$ cat src/rtl/mem_axi_master_ctrl_if.sv
// AXI4-Lite channel bundle between the MEM-stage master controller and the interconnect.
// valid/ready: a beat transfers on any rising clk edge where both are high; valid never drops before that.
interface mem_axi_master_ctrl_if #(
  parameter int ADDR_WIDTH = 32
);
  logic [ADDR_WIDTH-1:0] m_awaddr;
  logic                  m_awvalid;
  logic                  m_awready;
  logic [31:0]           m_wdata;
  logic [3:0]            m_wstrb;
  logic                  m_wvalid;
  logic                  m_wready;
  logic [1:0]            m_bresp;
  logic                  m_bvalid;
  logic                  m_bready;
  logic [ADDR_WIDTH-1:0] m_araddr;
  logic                  m_arvalid;
  logic                  m_arready;
  logic [31:0]           m_rdata;
  logic [1:0]            m_rresp;
  logic                  m_rvalid;
  logic                  m_rready;

  modport master (
    output m_awaddr, m_awvalid, m_wdata, m_wstrb, m_wvalid, m_bready,
    output m_araddr, m_arvalid, m_rready,
    input  m_awready, m_wready, m_bresp, m_bvalid,
    input  m_arready, m_rdata, m_rresp, m_rvalid
  );

  modport slave (
    input  m_awaddr, m_awvalid, m_wdata, m_wstrb, m_wvalid, m_bready,
    input  m_araddr, m_arvalid, m_rready,
    output m_awready, m_wready, m_bresp, m_bvalid,
    output m_arready, m_rdata, m_rresp, m_rvalid
  );
endinterface

$ cat src/rtl/mem_axi_master_ctrl.sv
// MEM-stage AXI4-Lite master: one load/store becomes one AXI read or write; stalls the pipe until done.
// State is exported on dbg_state (0 IDLE, 1 WR, 2 WR_RESP, 3 RD_ADDR, 4 RD_DATA, 5 DONE).
module mem_axi_master_ctrl #(
  parameter int ADDR_WIDTH = 32
) (
  input  logic                  clk,
  input  logic                  rst,
  input  logic                  mem_read,
  input  logic                  mem_write,
  input  logic [ADDR_WIDTH-1:0] addr,
  input  logic [31:0]           store_data,
  input  logic [1:0]            store_type,
  input  logic [2:0]            load_type,
  output logic                  stall,
  output logic [31:0]           read_data,
  output logic                  bus_err,
  output logic [2:0]            dbg_state,
  mem_axi_master_ctrl_if.master m_axi
);

  typedef enum logic [2:0] {
    S_IDLE    = 3'd0,
    S_WR      = 3'd1,
    S_WR_RESP = 3'd2,
    S_RD_ADDR = 3'd3,
    S_RD_DATA = 3'd4,
    S_DONE    = 3'd5
  } state_e;

  state_e                state_q, state_d;
  logic [ADDR_WIDTH-1:0] addr_q;
  logic [1:0]            off_q;
  logic [2:0]            ltype_q;
  logic [31:0]           wdata_q, rdata_q, read_data_q;
  logic [3:0]            wstrb_q;
  logic [1:0]            resp_q;
  logic                  is_load_q, aw_done_q, w_done_q, err_pulse_q;

  logic        request, misaligned, accept;
  logic        awvalid, wvalid, bready, arvalid, rready, aw_hs, w_hs;
  logic [31:0] wdata_gen, load_val;
  logic [3:0]  wstrb_gen;
  logic [7:0]  byte_sel;
  logic [15:0] half_sel;

  // Requests are ignored while reset is held so the pipe is never stalled by a reset-time request.
  assign request = rst & (mem_read | mem_write);

  always_comb begin
    misaligned = 1'b0;
    wdata_gen  = store_data;
    wstrb_gen  = 4'b1111;
    if (mem_write) begin
      case (store_type)
        2'b00: begin
          wdata_gen = {4{store_data[7:0]}};
          wstrb_gen = 4'b0001 << addr[1:0];
        end
        2'b01: begin
          misaligned = addr[0];
          wdata_gen  = {2{store_data[15:0]}};
          wstrb_gen  = addr[1] ? 4'b1100 : 4'b0011;
        end
        default: misaligned = |addr[1:0];
      endcase
    end else begin
      case (load_type)
        3'b001, 3'b100: misaligned = addr[0];
        3'b010:         misaligned = |addr[1:0];
        default:        misaligned = 1'b0;
      endcase
    end
  end

  always_comb begin
    state_d = state_q;
    stall   = 1'b0;
    accept  = 1'b0;
    awvalid = (state_q == S_WR) & ~aw_done_q;
    wvalid  = (state_q == S_WR) & ~w_done_q;
    bready  = (state_q == S_WR_RESP);
    arvalid = (state_q == S_RD_ADDR);
    rready  = (state_q == S_RD_DATA);
    aw_hs   = awvalid & m_axi.m_awready;
    w_hs    = wvalid & m_axi.m_wready;
    case (state_q)
      S_IDLE: begin
        if (request && !misaligned) begin
          stall   = 1'b1;
          accept  = 1'b1;
          state_d = mem_write ? S_WR : S_RD_ADDR;
        end
      end
      S_WR: begin
        stall = 1'b1;
        if ((aw_done_q | aw_hs) && (w_done_q | w_hs)) state_d = S_WR_RESP;
      end
      S_WR_RESP: begin
        stall = 1'b1;
        if (m_axi.m_bvalid) state_d = S_DONE;
      end
      S_RD_ADDR: begin
        stall = 1'b1;
        if (m_axi.m_arready) state_d = S_RD_DATA;
      end
      S_RD_DATA: begin
        stall = 1'b1;
        if (m_axi.m_rvalid) state_d = S_DONE;
      end
      S_DONE:  state_d = S_IDLE;
      default: state_d = S_IDLE;
    endcase
  end

  assign byte_sel = rdata_q[{off_q, 3'b000} +: 8];
  assign half_sel = off_q[1] ? rdata_q[31:16] : rdata_q[15:0];

  always_comb begin
    case (ltype_q)
      3'b000:  load_val = {{24{byte_sel[7]}}, byte_sel};
      3'b001:  load_val = {{16{half_sel[15]}}, half_sel};
      3'b011:  load_val = {24'd0, byte_sel};
      3'b100:  load_val = {16'd0, half_sel};
      default: load_val = rdata_q;
    endcase
  end

  always_ff @(posedge clk) begin
    if (!rst) begin
      state_q     <= S_IDLE;
      addr_q      <= '0;
      off_q       <= 2'b00;
      ltype_q     <= 3'b000;
      wdata_q     <= 32'd0;
      wstrb_q     <= 4'd0;
      rdata_q     <= 32'd0;
      resp_q      <= 2'b00;
      read_data_q <= 32'd0;
      is_load_q   <= 1'b0;
      aw_done_q   <= 1'b0;
      w_done_q    <= 1'b0;
      err_pulse_q <= 1'b0;
    end else begin
      state_q     <= state_d;
      err_pulse_q <= (state_q == S_IDLE) & request & misaligned;
      if (accept) begin
        addr_q    <= {addr[ADDR_WIDTH-1:2], 2'b00};
        off_q     <= addr[1:0];
        ltype_q   <= load_type;
        wdata_q   <= wdata_gen;
        wstrb_q   <= wstrb_gen;
        is_load_q <= ~mem_write;
        aw_done_q <= 1'b0;
        w_done_q  <= 1'b0;
      end
      if (aw_hs) aw_done_q <= 1'b1;
      if (w_hs)  w_done_q  <= 1'b1;
      if (bready && m_axi.m_bvalid) resp_q <= m_axi.m_bresp;
      if (rready && m_axi.m_rvalid) begin
        rdata_q <= m_axi.m_rdata;
        resp_q  <= m_axi.m_rresp;
      end
      if (state_q == S_DONE && is_load_q) read_data_q <= (resp_q != 2'b00) ? 32'd0 : load_val;
    end
  end

  assign read_data = read_data_q;
  assign bus_err   = err_pulse_q | ((state_q == S_DONE) & (resp_q != 2'b00));
  assign dbg_state = state_q;

  assign m_axi.m_awaddr  = addr_q;
  assign m_axi.m_araddr  = addr_q;
  assign m_axi.m_wdata   = wdata_q;
  assign m_axi.m_wstrb   = wstrb_q;
  assign m_axi.m_awvalid = awvalid;
  assign m_axi.m_wvalid  = wvalid;
  assign m_axi.m_bready  = bready;
  assign m_axi.m_arvalid = arvalid;
  assign m_axi.m_rready  = rready;

endmodule

$ cat src/flat_wrapper.sv
// flat-port wrapper written by rule: the top's interface ports become plain ports
module mem_axi_master_ctrl_flat 
#(
  parameter int ADDR_WIDTH = 32
)
  (clk, rst, mem_read, mem_write, addr, store_data, store_type, load_type, stall, read_data, bus_err, dbg_state, m_axi_m_awaddr, m_axi_m_awvalid, m_axi_m_wdata, m_axi_m_wstrb, m_axi_m_wvalid, m_axi_m_bready, m_axi_m_araddr, m_axi_m_arvalid, m_axi_m_rready, m_axi_m_awready, m_axi_m_wready, m_axi_m_bresp, m_axi_m_bvalid, m_axi_m_arready, m_axi_m_rdata, m_axi_m_rresp, m_axi_m_rvalid);
  mem_axi_master_ctrl_if #(.ADDR_WIDTH(ADDR_WIDTH)) m_axi_i ();
  input  logic clk;
  input  logic rst;
  input  logic mem_read;
  input  logic mem_write;
  input  logic [ADDR_WIDTH-1:0] addr;
  input  logic [31:0] store_data;
  input  logic [1:0] store_type;
  input  logic [2:0] load_type;
  output logic stall;
  output logic [31:0] read_data;
  output logic bus_err;
  output logic [2:0] dbg_state;
  output wire logic [$bits(m_axi_i.m_awaddr)-1:0] m_axi_m_awaddr;
  output wire logic [$bits(m_axi_i.m_awvalid)-1:0] m_axi_m_awvalid;
  output wire logic [$bits(m_axi_i.m_wdata)-1:0] m_axi_m_wdata;
  output wire logic [$bits(m_axi_i.m_wstrb)-1:0] m_axi_m_wstrb;
  output wire logic [$bits(m_axi_i.m_wvalid)-1:0] m_axi_m_wvalid;
  output wire logic [$bits(m_axi_i.m_bready)-1:0] m_axi_m_bready;
  output wire logic [$bits(m_axi_i.m_araddr)-1:0] m_axi_m_araddr;
  output wire logic [$bits(m_axi_i.m_arvalid)-1:0] m_axi_m_arvalid;
  output wire logic [$bits(m_axi_i.m_rready)-1:0] m_axi_m_rready;
  input wire logic [$bits(m_axi_i.m_awready)-1:0] m_axi_m_awready;
  input wire logic [$bits(m_axi_i.m_wready)-1:0] m_axi_m_wready;
  input wire logic [$bits(m_axi_i.m_bresp)-1:0] m_axi_m_bresp;
  input wire logic [$bits(m_axi_i.m_bvalid)-1:0] m_axi_m_bvalid;
  input wire logic [$bits(m_axi_i.m_arready)-1:0] m_axi_m_arready;
  input wire logic [$bits(m_axi_i.m_rdata)-1:0] m_axi_m_rdata;
  input wire logic [$bits(m_axi_i.m_rresp)-1:0] m_axi_m_rresp;
  input wire logic [$bits(m_axi_i.m_rvalid)-1:0] m_axi_m_rvalid;
  assign m_axi_m_awaddr = m_axi_i.m_awaddr;
  assign m_axi_m_awvalid = m_axi_i.m_awvalid;
  assign m_axi_m_wdata = m_axi_i.m_wdata;
  assign m_axi_m_wstrb = m_axi_i.m_wstrb;
  assign m_axi_m_wvalid = m_axi_i.m_wvalid;
  assign m_axi_m_bready = m_axi_i.m_bready;
  assign m_axi_m_araddr = m_axi_i.m_araddr;
  assign m_axi_m_arvalid = m_axi_i.m_arvalid;
  assign m_axi_m_rready = m_axi_i.m_rready;
  assign m_axi_i.m_awready = m_axi_m_awready;
  assign m_axi_i.m_wready = m_axi_m_wready;
  assign m_axi_i.m_bresp = m_axi_m_bresp;
  assign m_axi_i.m_bvalid = m_axi_m_bvalid;
  assign m_axi_i.m_arready = m_axi_m_arready;
  assign m_axi_i.m_rdata = m_axi_m_rdata;
  assign m_axi_i.m_rresp = m_axi_m_rresp;
  assign m_axi_i.m_rvalid = m_axi_m_rvalid;
  mem_axi_master_ctrl #(.ADDR_WIDTH(ADDR_WIDTH)) u_core (.clk(clk), .rst(rst), .mem_read(mem_read), .mem_write(mem_write), .addr(addr), .store_data(store_data), .store_type(store_type), .load_type(load_type), .stall(stall), .read_data(read_data), .bus_err(bus_err), .dbg_state(dbg_state), .m_axi(m_axi_i));
endmodule
$ cat config.mk
export PLATFORM = sky130hd
export DESIGN_NAME = mem_axi_master_ctrl_flat
export DESIGN_NICKNAME = d
export VERILOG_FILES = /design/src/rtl/mem_axi_master_ctrl_if.sv /design/src/rtl/mem_axi_master_ctrl.sv /design/src/flat_wrapper.sv
export SDC_FILE = /design/constraint.sdc
export NUM_CORES = 1
export LEC_CHECK = 0
export BUFFER_PORTS_ARGS = -buffer_cell sky130_fd_sc_hd__buf_2
export CORE_ASPECT_RATIO = 0.8
export CORE_MARGIN = 3
export CORE_UTILIZATION = 44
export CTS_CLUSTER_DIAMETER = 50
export DETAILED_ROUTE_END_ITERATION = 8
export PLACE_DENSITY = 0.76
export SLEW_MARGIN = 20
export SYNTH_ARGS = -nofsm -noshare
export SYNTH_HDL_FRONTEND = slang
export SYNTH_SLANG_ARGS = --single-unit
$ cat constraint.sdc
create_clock -name clk -period 1.7 [get_ports clk]
set_input_delay 0.085 -clock clk [delete_from_list [all_inputs] [get_ports clk]]
set_output_delay 0.085 -clock clk [all_outputs]
set_load 0.05 [all_outputs]
# Yosys cells after proc, flatten, opt, wreduce, memory -nomap -nowiden

Cells that the tools add are included.

Register bits: 144
Output and inout bits: 142

Equality and inequality tests: 17
Shift-type cells: 2
Multiplexer cells: 26
Bitwise gates (word level): 15
Reductions and logical operators: 17

Operators by type and width:

| operator                                               | count |
|---|---|
| one-hot mux 32 bit (4 select lines)                    | 1 |
| 2-to-1 mux 32 bit                                      | 2 |
| one-hot mux 32 bit (2 select lines)                    | 1 |
| indexed part select 32 x 6 -> 8 bit                    | 1 |
| 2-to-1 mux 16 bit                                      | 1 |
| 2-to-1 mux 3 bit                                       | 5 |
| one-hot mux 3 bit (5 select lines)                     | 1 |
| == test 3 x 2 -> 1 bit (second input constant)         | 4 |
| == test 3 bit (second input constant)                  | 4 |
| == test 3 x 1 -> 1 bit (second input constant)         | 3 |
| bitwise AND 1 bit                                      | 8 |
| 2-to-1 mux 4 bit                                       | 2 |
| one-hot mux 4 bit (2 select lines)                     | 1 |
| nonzero test 2 bit                                     | 4 |
| logical NOT 3 bit                                      | 2 |
| 2-to-1 mux 1 bit                                       | 6 |
| 2-to-1 mux 2 bit                                       | 3 |
| inequality test 2 bit (second input constant)          | 3 |
| one-hot mux 1 bit (2 select lines)                     | 3 |
| logical AND 1 bit                                      | 5 |
| AND reduction 5 bit                                    | 1 |
| inequality test 2 x 1 -> 1 bit (second input constant) | 2 |
| OR 1 bit                                               | 4 |
| OR reduction 2 bit                                     | 2 |
| 6 further kinds                                        | 8 |

# Depth between registers and ports, before layout

Gate-level depths: netlist of the first run.

Depth in word-level cells: 10
Mapped depth: 8
Mapped depth without buffers: 5

# Worst setup path before layout of the first run

Ideal clock, no wire load.

Path type: reg2reg
From: register u_core.state_q[1] (netlist: u_core.dbg_state[1])
To: register u_core.rdata_q[10]
Arrival time: 2.074 ns
Required time: 1.630 ns
Setup slack: -0.444 ns
Stages on the path, launching flop included: 8
Path buffers: 2
Period minus slack after synthesis: 2.144 ns
Cells stage by stage: dfxtp_1 buf_2 nor2_1 and2_1 nand2_1 clkbuf_1 nand2_1 a21oi_1

Word-level cells in the longest chain between the ends: 2

Ends and longest elaborated chain:

| element                  | line                       | RTL |
|---|---|---|
| from (decl)              | mem_axi_master_ctrl.sv:30  | `state_e state_q, state_d;` |
| from (signal assigned)   | mem_axi_master_ctrl.sv:144 | `state_q <= state_d;` |
| == test 3 bit            | mem_axi_master_ctrl.sv:83  | `rready = (state_q == S_RD_DATA);` |
| named net m_axi_m_rready | flat_wrapper.sv:28         | `output wire logic [$bits(m_axi_i.m_rready)-1:0] m_axi_m_rready;` |
| logical AND 1 bit        | mem_axi_master_ctrl.sv:159 | `if (rready && m_axi.m_rvalid) begin` |
| to (signal assigned)     | mem_axi_master_ctrl.sv:160 | `rdata_q <= m_axi.m_rdata;` |
| to (decl)                | mem_axi_master_ctrl.sv:34  | `logic [31:0] wdata_q, rdata_q, read_data_q;` |

The timed path passes the listed nets, and every way through them passes these cells.
A chain may end at the register's enable or synchronous reset.

# Worst setup path after layout of the first run

From: register u_core.state_q[2] (netlist: u_core.dbg_state[2])
To: register u_core.addr_q[22] (netlist: u_core.m_axi.m_araddr[22])

Word-level cells in the longest chain between the ends: 2

Ends and longest elaborated chain:

| element              | line                       | RTL |
|---|---|---|
| logical NOT 3 bit    | mem_axi_master_ctrl.sv:86  | `case (state_q)` |
| 2-to-1 mux 1 bit     | mem_axi_master_ctrl.sv:86  |  |
| to (signal assigned) | mem_axi_master_ctrl.sv:147 | `addr_q <= {addr[ADDR_WIDTH-1:2], 2'b00};` |
| to (decl)            | mem_axi_master_ctrl.sv:31  | `logic [ADDR_WIDTH-1:0] addr_q;` |

Every way passes these cells.

==> impl_metrics.py, run 1 <==
metrics = {
    "cells_and_area": {
        "final_common_cell": "buf_2",
        "drive_above_1_share": 0.3305,
        "fin_cells": 1358,
        "final_nets": 1272,
        "syn_to_final_growth_pct": 51.15,
        "mostFrequentLayoutCells": "246 x buf_2, 222 x nand2_1, 139 x dfxtp_1",
        "final_area_mm2": 0.009935,
    },
    "worst_hold_path": {
        "whs_path_depth": 4,
        "holdPathEnd": "u_core.m_axi.m_wdata[18]",
        "holdCritStartpoint": "store_data[18]",
        "hp-class": "in2reg",
    },
    "synthesis": {
        "synth_top_area_cell": "dfxtp_1",
        "synth.top_cell.area_share": 0.4386,
        "syn_avg_cell_area_um2": 7.890,
        "syn_area_mm2": 0.006573,
        "synth_seq_cells": 144,
        "ys_warn_count": 0,
        "yosysSeqAreaShare": 0.4386,
        "synth_area_leaders": "dfxtp_1 44%, nand2_1 13%, a21oi_1 7.7%",
        "synth_cell_types": 51,
        "netlist_instances": 833,
    },
    "placement": {
        "placed_area_mm2": 0.008016,
        "dp.final_hpwl_um": 14060,
        "gp_congestion": 0.8962,
        "io_buffers": 251,
        "placed_cells": 1220,
    },
    "setup_path": {
        "reg2reg_setup_slack_ns": -0.16,
        "cp_max_fo": 23,
        "ff2ff_path_depth": 8,
        "rr_endpoint": "u_core.m_axi.m_araddr[22]",
        "critPathLaunchType": "flip-flop",
        "r2r_start": "u_core.dbg_state[2]",
        "required_ns": 2.04,
        "worstSetupPathType": "reg2reg",
        "cp-end-kind": "flip-flop",
        "critPathArrivalTime_ns": 2.20,
    },
    "clock_network": {
        "numCtsBuffers": 17,
        "cts-root-buf": "clkbuf_16",
        "path_clk_slew_ns": 0.06,
        "cts_max_level": 4,
        "clock-sinks": 144,
        "cts_max_path_buffers": 2,
        "cts_tree": "done",
        "clock_insertion_delay_worst_skew_ns": 0.42,
    },
    "sta": {
        "period_share": 1.093,
        "slew_headroom": 0.6121,
        "worst_pin_slew_ns": 0.5758,
        "fmax_ghz": 0.5384,
        "setup_viol": 57,
        "finClkSkew_ns": 0.007255,
        "maxSlewViolCount": 0,
        "tns_ns": -3.204,
        "whs_ns": 0.01439,
        "hold_violations": 0,
        "rsz0062_at_grt": "yes",
        "setup_ws_ns": -0.1574,
        "finalCriticalPeriod_ns": 1.857,
    },
    "global_routing": {
        "grt_usage": 0.2517,
        "grt_pass1_vias": 6407,
        "antenna_found_initial": 3,
        "grt_max_degree": 83,
        "grt_first_pass_wirelength_um": 32800,
        "grt_overflow": 0,
    },
    "floorplanning": {
        "start_util": 0.4550,
        "die_h_um": 115.3,
        "coreArea_mm2": 0.01444,
        "die_area_mm2": 0.01645,
        "num_rows": 39,
        "io_pins": 256,
        "die_x_um": 142.6,
    },
    "detailed_routing": {
        "drt_iter0_drc": 573,
        "route.vias.total": 7129,
        "vias_per_cell": 5.250,
        "ant_nets": 0,
        "drc": 0,
        "wl_per_cell_um": 16.23,
        "dr.pass1.iters": 5,
        "wirelength_um": 22040,
    },
    "run_status": {
        "violations": "negative setup slack",
        "outcome": "complete, but fails checks",
    },
    "pwr": {
        "peakVddDrop_mv": 0.8891,
        "leakage_nw": 4.377,
        "powerDensity_mw_per_mm2": 1186,
    },
    "job": {
        "max_cap_viol_count": 0,
    },
}
## layer usage
| layer | GRT usage | part of all wire | wire length [um] |
|---|---|---|---|
| met1 | 0.3382 | 0.44 | 9611 |
| met2 | 0.3992 | 0.47 | 10280 |
| met3 | 0.05489 | 0.071 | 1568 |
| met4 | 0.09373 | 0.026 | 574 |
| met5 | 0 | 0 | 0 |
## power by group
group / internal, mW / switching [mW] / leakage [nW] / total, mW
clock: 2.57 / 1.42 / 0.307 / 3.99
sequential: 3.67 / 0.229 / 1.17 / 3.90
combinational: 1.36 / 2.54 / 2.90 / 3.89
total: 7.60 / 4.19 / 4.38 / 11.8
## layout make-up
| type | instances | area, um^2 |
|---|---|---|
| antenna | 3 | 7.507 |
| clock buffer | 23 | 478.0 |
| clock inverter | 9 | 155.1 |
| fill | 1102 | 4509 |
| inverter | 14 | 53.80 |
| multi-input combinational | 585 | 3283 |
| sequential | 144 | 2892 |
| tap | 184 | 230.2 |
| timing repair buffer | 396 | 2835 |
## stage by stage
step	total power [mW]	setup slack, ns	util
global placement	7.299	-0.05103	0.5550
detailed placement	7.335	-0.08506	0.5550
floorplan	6.491	-0.1459	-
CTS	11.65	-0.1150	0.6677
finish	11.78	-0.1574	0.6878
global route	12.25	-0.2432	0.6878
## how the worst max path moves through the flow
stage,slack [ns],start,endpoint
4_1_cts,-0.12,u_core.dbg_state[2],stall
3_5_place_dp,-0.09,u_core.dbg_state[2],u_core.m_axi.m_wdata[7]
6_report,-0.16,u_core.dbg_state[2],u_core.m_axi.m_araddr[22]
5_1_grt,-0.24,u_core.dbg_state[2],u_core.m_axi.m_araddr[22]
3_3_place_gp,-0.05,u_core.dbg_state[0],u_core.m_axi.m_wdata[1]
2_1_floorplan,-0.15,u_core.dbg_state[0],u_core.read_data[21]
## sequential cells by signal, summed over array words and instances, names as in the netlist, 2 cells and up
name and count:
u_core.m_axi.m_wdata 32, u_core.rdata_q 32, u_core.read_data 32, u_core.m_axi.m_araddr 30, u_core.m_axi.m_wstrb 4, u_core.dbg_state 3
u_core.ltype_q 3, u_core.off_q 2, u_core.resp_q 2
## repair_timing
item	CTS	global route
hold buffers	87	2
cloned	1	3
pin swaps	2	20
endpoints found under the setup margin	87	109
endpoints found under the hold margin	86	2
buffers inserted	5	5
resized for setup	13	58
## worst max-delay path, cell delays in order, from the launching register on
cell and delay (ns):
dfxtp_2 0.33, nor4b_4 0.31, nand4b_1 0.18, buf_4 0.18
o22ai_4 0.16, buf_12 0.19, buf_12 0.16, nand2_1 0.10
a21oi_2 0.15
## synthesized netlist by cell type (all sizes together)
master,instances
a21boi,12
nand2,223
mux2i,32
o211a,7
nand4bb,1
a22oi,1
conb,1
nand2b,15
nor3b,1
o22a,2
o31ai,2
o221ai,8
or2,1
a21oi,101
o21a,3
clkbuf,31
nor2b,3
o211ai,28
and2,2
a211oi,3
a311oi,4
and2b,1
and3,1
nand3,2
o21ai,38
inv,14
buf,62
nand4,1
nor3,4
mux2,2
nor2,57
nand4b,3
xnor2,1
nor4b,1
o22ai,9
xor2,1
a32oi,1
o32ai,1
nand3b,6
mux4,1
o21bai,1
dfxtp,144
nor4,1
## logic make-up (layout without fill, tap and decap cells)
group	after synthesis	in the layout	synth area share
simple gates	323	323	0.2088
compound gates	221	221	0.2075
flops	144	144	0.4386
buf+inv	107	442	0.08624
mux	35	35	0.05559
xor+xnor	2	2	0.002666
other cells	1	7	0.0005706
Power figures use the tool's default switching activity.
==> inputs of run 2 (changes only) <==
Settings changed: PLACE_DENSITY 0.76 to 0.87.
==> run 2 against run 1 <==
  * The run still ends with negative setup slack left
  * Total power is 3.6% lower
  * Clock power is 10% lower
  * First-iteration DRC count is 38% higher
  * Critical path depth is 1 lower
  * Worst hold slack worse by 0.0013 ns
  * Core utilization is 1.7 points lower
  * Register-to-register slack worse by 0.07 ns
  * Count of clock-buffer cells in the layout is 2 lower
  * Setup slack worse by 0.067 ns
  * Sequential power hardly changed
  * Flip-flop and latch count stayed put
==> impl_metrics.py, run 2 (synthesis gave the netlist of run 1 again) <==
metrics = {
    "run_status": {
        "outcome": "complete, but fails checks",
        "violations": "negative setup slack",
    },
    "detailed_routing": {
        "route.vias.total": 7345,
        "wl_per_cell_um": 16.65,
        "drc": 0,
        "dr.pass1.iters": 6,
        "dr_wl_met3_um": 2248,
        "drt-met1-wl_um": 8873,
        "ant_nets": 0,
        "topRoutingLayerUsed": "met4",
        "drt_iter0_drc": 790,
        "vias_per_cell": 5.441,
        "dr_wl_met2_um": 10710,
        "wirelength_um": 22480,
    },
    "sta": {
        "maxSlewViolCount": 0,
        "setup_viol": 66,
        "setup_ws_ns": -0.2242,
        "slew_headroom": 0.6114,
        "finalCriticalPeriod_ns": 1.924,
        "finClkSkew_ns": 0.01090,
        "fmax_ghz": 0.5197,
        "hold_violations": 0,
        "worst_pin_slew_ns": 0.5769,
        "tns_ns": -4.867,
        "period_share": 1.132,
        "rsz0062_at_grt": "yes",
    },
    "pwr": {
        "powerDensity_mw_per_mm2": 1171,
        "switching_share": 0.3753,
        "p_comb_frac": 0.342,
        "p_sw_mw": 4.262,
        "power.share.sequential": 0.343,
        "leakage_nw": 4.288,
        "p_clk_frac": 0.315,
        "peakVddDrop_mv": 0.6582,
        "power.internal_mw": 7.095,
    },
    "cells_and_area": {
        "final_area_mm2": 0.009694,
        "final_common_cell": "buf_2",
        "drive_above_1_share": 0.3219,
        "final_nets": 1266,
        "syn_to_final_growth_pct": 47.50,
        "mostFrequentLayoutCells": "248 x buf_2, 218 x nand2_1, 139 x dfxtp_1",
    },
    "setup_path": {
        "critPathLaunchType": "flip-flop",
        "critPathSlowestCell": "dfxtp_2",
        "slowest_delay_ns": 0.33,
        "worstPathCellList": "nor4b_4 > nand4b_1 > buf_4 > o22ai_4 > buf_6 > o211ai_1 > a21oi_1",
        "worstSetupPathType": "reg2reg",
        "cp-end-kind": "flip-flop",
        "cp_max_fo": 15,
        "required_ns": 2.02,
        "critPathArrivalTime_ns": 2.24,
    },
    "placement": {
        "dp.final_hpwl_um": 14110,
        "placed_area_mm2": 0.008011,
        "gp_congestion": 0.8784,
        "io_buffers": 251,
    },
    "clock_network": {
        "cts-root-buf": "clkbuf_16",
        "numCtsBuffers": 17,
        "clock-sinks": 144,
        "cts_max_level": 4,
        "cts_tree": "done",
        "path_clk_slew_ns": 0.06,
        "cts_max_path_buffers": 2,
        "clock_insertion_delay_worst_skew_ns": 0.42,
    },
    "global_routing": {
        "grt_usage": 0.2574,
        "grt_overflow": 0,
        "grt_pass1_vias": 6753,
        "grt_first_pass_wirelength_um": 33840,
        "antenna_found_initial": 1,
        "grt_max_degree": 100,
    },
    "worst_hold_path": {
        "hp-class": "in2reg",
    },
    "floorplanning": {
        "die_area_mm2": 0.01645,
        "die_h_um": 115.3,
        "num_rows": 39,
        "coreArea_mm2": 0.01444,
        "io_pins": 256,
        "die_x_um": 142.6,
        "start_util": 0.4550,
    },
    "job": {
        "max_cap_viol_count": 0,
    },
}
run 2: cell types whose count changed in the layout (fill, tap and decap cells not counted), sizes merged:
| cell | delta |
|---|---|
| bufinv | -3 |
| o211ai | +1 |
| dlygate4sd3 | -5 |
| clkbuf | -4 |
| diode | -2 |
| inv | +2 |
| clkinvlp | +2 |
| clkinv | +1 |
run 2: path summary, 6_finish.rpt:
path                                      startpoint                  endpoint  slack (ns)  depth (start not counted)
worst max-delay path             u_core.dbg_state[2]   u_core.m_axi.m_wdata[8]       -0.22                          7
worst min-delay path                  store_data[19]  u_core.m_axi.m_wdata[19]        0.01                          4
worst max register to register   u_core.dbg_state[2]   u_core.m_axi.m_wdata[8]       -0.22                          7
worst min register to register  u_core.read_data[24]      u_core.read_data[24]        0.45                          2
run 2: per-layer routing:
layer  GRT usage  up-vias
met4     0.08866        0
li1            -     3447
met5           0        -
met2      0.4312      431
met1      0.3226     3387
met3     0.06861       80
run 2: what timing repair did:
action	in CTS	in global routing
setup buffers	6	4
setup endpoints to repair	103	102
pin swaps	5	6
gates cloned	0	2
hold buffers	84	0
gates resized for setup	16	29
endpoints found under the hold margin	82	0
run 2: cell type report:
class,count,area [um^2]
diodes,1,2.502
flip-flops and latches,144,2892
fillers,1094,4750
repair buffers,389,2694
clock inverters,11,106.4
well taps,184,230.2
inverters,14,53.80
clock buffers,21,460.4
multi-input cells,586,3256
run 2: power groups by stage:
stage          registers [mW]  logic (mW)  clock network [mW]
6_report                 3.90        3.88                3.58
5_1_grt                  3.93        4.10                3.77
4_1_cts                  3.88        3.70                3.61
3_5_place_dp             3.94        3.41                   0
3_3_place_gp             3.93        3.37                   0
2_1_floorplan            4.62        1.87                   0
run 2: worst max-delay path, delay by kind of cell, from the launching register on:
family                 cells  cell delay (ns)
flip-flops                 1             0.33
buffers and inverters      2             0.39
AO/OA/AOI/OAI              3             0.62
AND/OR/NAND/NOR            2             0.48
run 2: stage by stage:
| step | instances | hold slack, ns | setup WS, ns | util | total power [mW] |
|---|---|---|---|---|---|
| finish | 1350 | 0.01308 | -0.2242 | 0.6712 | 11.36 |
| global route | 1350 | 0.006288 | -0.3025 | 0.6712 | 11.79 |
| CTS | 1343 | 0.001367 | -0.08223 | 0.6605 | 11.19 |
| detailed placement | 1221 | 0.3317 | -0.08281 | 0.5547 | 7.351 |
| global placement | 1221 | 0.3264 | -0.02743 | 0.5547 | 7.300 |
| floorplan | 836 | 0.2210 | -0.1459 | - | 6.491 |
==> inputs of run 3 (changes only) <==
Settings changed: HOLD_SLACK_MARGIN set to 0.05.
==> run 3 against run 2 <==
  * The flow still finishes with violations (negative setup slack)
  * Global-route usage up 1.2 points
  * Non-clock buffer count grew 17
  * Die area unchanged
  * Wire length rose by 3.4%
  * Flip-flop and latch count stayed put
==> impl_metrics.py, run 3 (synthesis gave the netlist of run 1 again) <==
metrics = {
    "cells_and_area": {
        "drive_above_1_share": 0.3139,
        "mostFrequentLayoutCells": "246 x buf_2, 218 x nand2_1, 139 x dfxtp_1",
        "fin_cells": 1369,
        "final_common_cell": "buf_2",
        "num-fill-cells": 1051,
        "fin_util": 0.6830,
        "final_nets": 1283,
        "final_area_mm2": 0.009866,
        "syn_to_final_growth_pct": 50.10,
    },
    "setup_path": {
        "worstPathCellList": "nor4b_4 > nand4b_1 > buf_4 > o22ai_4 > buf_4 > clkbuf_16 > nand2_1 > a21oi_1",
        "worstSetupPathType": "reg2reg",
        "critPathLaunchType": "flip-flop",
        "cp_max_fo": 18,
        "required_ns": 2.03,
        "crit_top_cell": "buf_4",
        "slowest_delay_ns": 0.33,
        "cp-end-kind": "flip-flop",
        "ff2ff_path_depth": 8,
        "critPathSlowestCell": "dfxtp_2",
        "rr_endpoint": "u_core.m_axi.m_wstrb[0]",
        "worstSetupEndpoint": "u_core.m_axi.m_wstrb[0]",
        "critPathLaunch": "u_core.dbg_state[2]",
        "r2r_start": "u_core.dbg_state[2]",
        "reg2reg_setup_slack_ns": -0.17,
        "critPathArrivalTime_ns": 2.20,
    },
    "detailed_routing": {
        "wirelength_um": 23240,
        "dr.pass1.iters": 7,
        "wl_per_cell_um": 16.98,
        "drc": 0,
        "route.vias.total": 7469,
        "ant_nets": 0,
        "drt_iter0_drc": 744,
        "vias_per_cell": 5.456,
    },
    "job": {
        "max_cap_viol_count": 0,
    },
    "placement": {
        "gp_congestion": 0.8784,
        "io_buffers": 251,
        "placed_area_mm2": 0.008011,
        "placed_cells": 1221,
        "dp.final_hpwl_um": 14110,
        "dp_worst_setup_slack_ns": -0.08281,
    },
    "pwr": {
        "switching_share": 0.3760,
        "power.internal_mw": 7.123,
        "p_sw_mw": 4.293,
        "p_comb_frac": 0.344,
        "power.share.sequential": 0.341,
        "peakVddDrop_mv": 0.6604,
        "p_clk_frac": 0.314,
        "leakage_nw": 4.352,
        "p_total_mw": 11.42,
        "powerDensity_mw_per_mm2": 1157,
    },
    "clock_network": {
        "cts_max_path_buffers": 2,
        "cts_tree": "done",
        "numCtsBuffers": 17,
        "cts-root-buf": "clkbuf_16",
        "clock_insertion_delay_worst_skew_ns": 0.42,
        "cts_max_level": 4,
        "path_clk_slew_ns": 0.06,
        "clock-sinks": 144,
    },
    "global_routing": {
        "grt_pass1_vias": 7066,
        "grt_overflow": 0,
        "antenna_found_initial": 3,
        "grt_first_pass_wirelength_um": 35380,
        "grt_usage": 0.2695,
        "grt_max_degree": 100,
    },
    "sta": {
        "finClkSkew_ns": 0.01356,
        "maxSlewViolCount": 0,
        "hold_violations": 0,
        "fmax_ghz": 0.5353,
        "finalCriticalPeriod_ns": 1.868,
        "rsz0062_at_grt": "yes",
        "setup_viol": 67,
        "period_share": 1.099,
        "worst_pin_slew_ns": 0.5761,
        "setup_ws_ns": -0.1682,
        "whs_ns": 0.07653,
        "slew_headroom": 0.6119,
        "tns_ns": -6.836,
    },
    "floorplanning": {
        "num_rows": 39,
        "coreArea_mm2": 0.01444,
        "io_pins": 256,
        "die_area_mm2": 0.01645,
        "die_h_um": 115.3,
        "start_util": 0.4550,
        "die_x_um": 142.6,
    },
    "run_status": {
        "outcome": "complete, but fails checks",
        "violations": "negative setup slack",
    },
    "worst_hold_path": {
        "hp-class": "in2reg",
    },
}
run 3: cell types whose count changed in the layout (fill, tap and decap cells not counted):
cell	before	now
nor2_2	2	1
nand2_4	1	0
clkbuf_4	1	3
a21oi_2	5	4
diode_2	1	3
inv_1	12	13
buf_4	36	35
buf_2	248	246
inv_2	1	0
dlygate4sd3_1	84	102
nand2_2	3	4
nor2_1	54	55
a21oi_1	96	97
run 3: worst min path at each step:
stage / from / to / slack (ns) / cells after the start
finish: store_data[31] / u_core.m_axi.m_wdata[31] / 0.08 / 3
floorplan: m_axi_m_rdata[16] / u_core.rdata_q[16] / 0.22 / 2
detailed placement: addr[13] / u_core.m_axi.m_araddr[13] / 0.33 / 3
global route: store_data[23] / u_core.m_axi.m_wdata[23] / 0.07 / 4
CTS: store_data[31] / u_core.m_axi.m_wdata[31] / 0.06 / 3
global placement: addr[11] / u_core.m_axi.m_araddr[11] / 0.33 / 3
run 3: power by group through the flow:
stage / registers (mW) / clock network [mW] / logic [mW]
finish: 3.90 / 3.59 / 3.93
CTS: 3.88 / 3.61 / 3.73
detailed placement: 3.94 / 0 / 3.41
global placement: 3.93 / 0 / 3.37
global route: 3.93 / 3.78 / 4.15
floorplan: 4.62 / 0 / 1.87
run 3: final cells by class:
| class | count | area (um^2) | share of cell area |
|---|---|---|---|
| Tap cell | 184 | 230.2 | 0.02334 |
| Inverter | 14 | 53.80 | 0.005453 |
| Clock buffer | 21 | 460.4 | 0.04667 |
| Sequential cell | 144 | 2892 | 0.2931 |
| Antenna cell | 3 | 7.507 | 0.0007609 |
| Timing Repair Buffer | 406 | 2872 | 0.2911 |
| Multi-Input combinational cell | 586 | 3244 | 0.3289 |
| Clock inverter | 11 | 106.4 | 0.01078 |
run 3: per-layer routing:
| metal | track usage | vias to the layer above | share of wire |
|---|---|---|---|
| met3 | 0.07360 | 105 | 0.11 |
| met4 | 0.1077 | 0 | 0.037 |
| met2 | 0.4549 | 490 | 0.47 |
| met1 | 0.3278 | 3395 | 0.38 |
| met5 | 0 | - | 0 |
| li1 | - | 3479 | - |
run 3: what timing repair did:
| item | in CTS | in global routing |
|---|---|---|
| gates resized for setup | 16 | 27 |
| buffers inserted | 6 | 3 |
| gates cloned | 0 | 2 |
| pin swaps | 5 | 4 |
| hold buffers | 102 | 0 |
| setup endpoints to repair | 103 | 104 |
| endpoints found under the hold margin | 101 | 0 |
run 3: critical path, delay by kind of cell (launching register included):
kind	cells	cell delay, ns
AND/OR/NAND/NOR	3	0.56
buffers and inverters	3	0.53
AO/OA/AOI/OAI	2	0.36
flip-flops	1	0.33
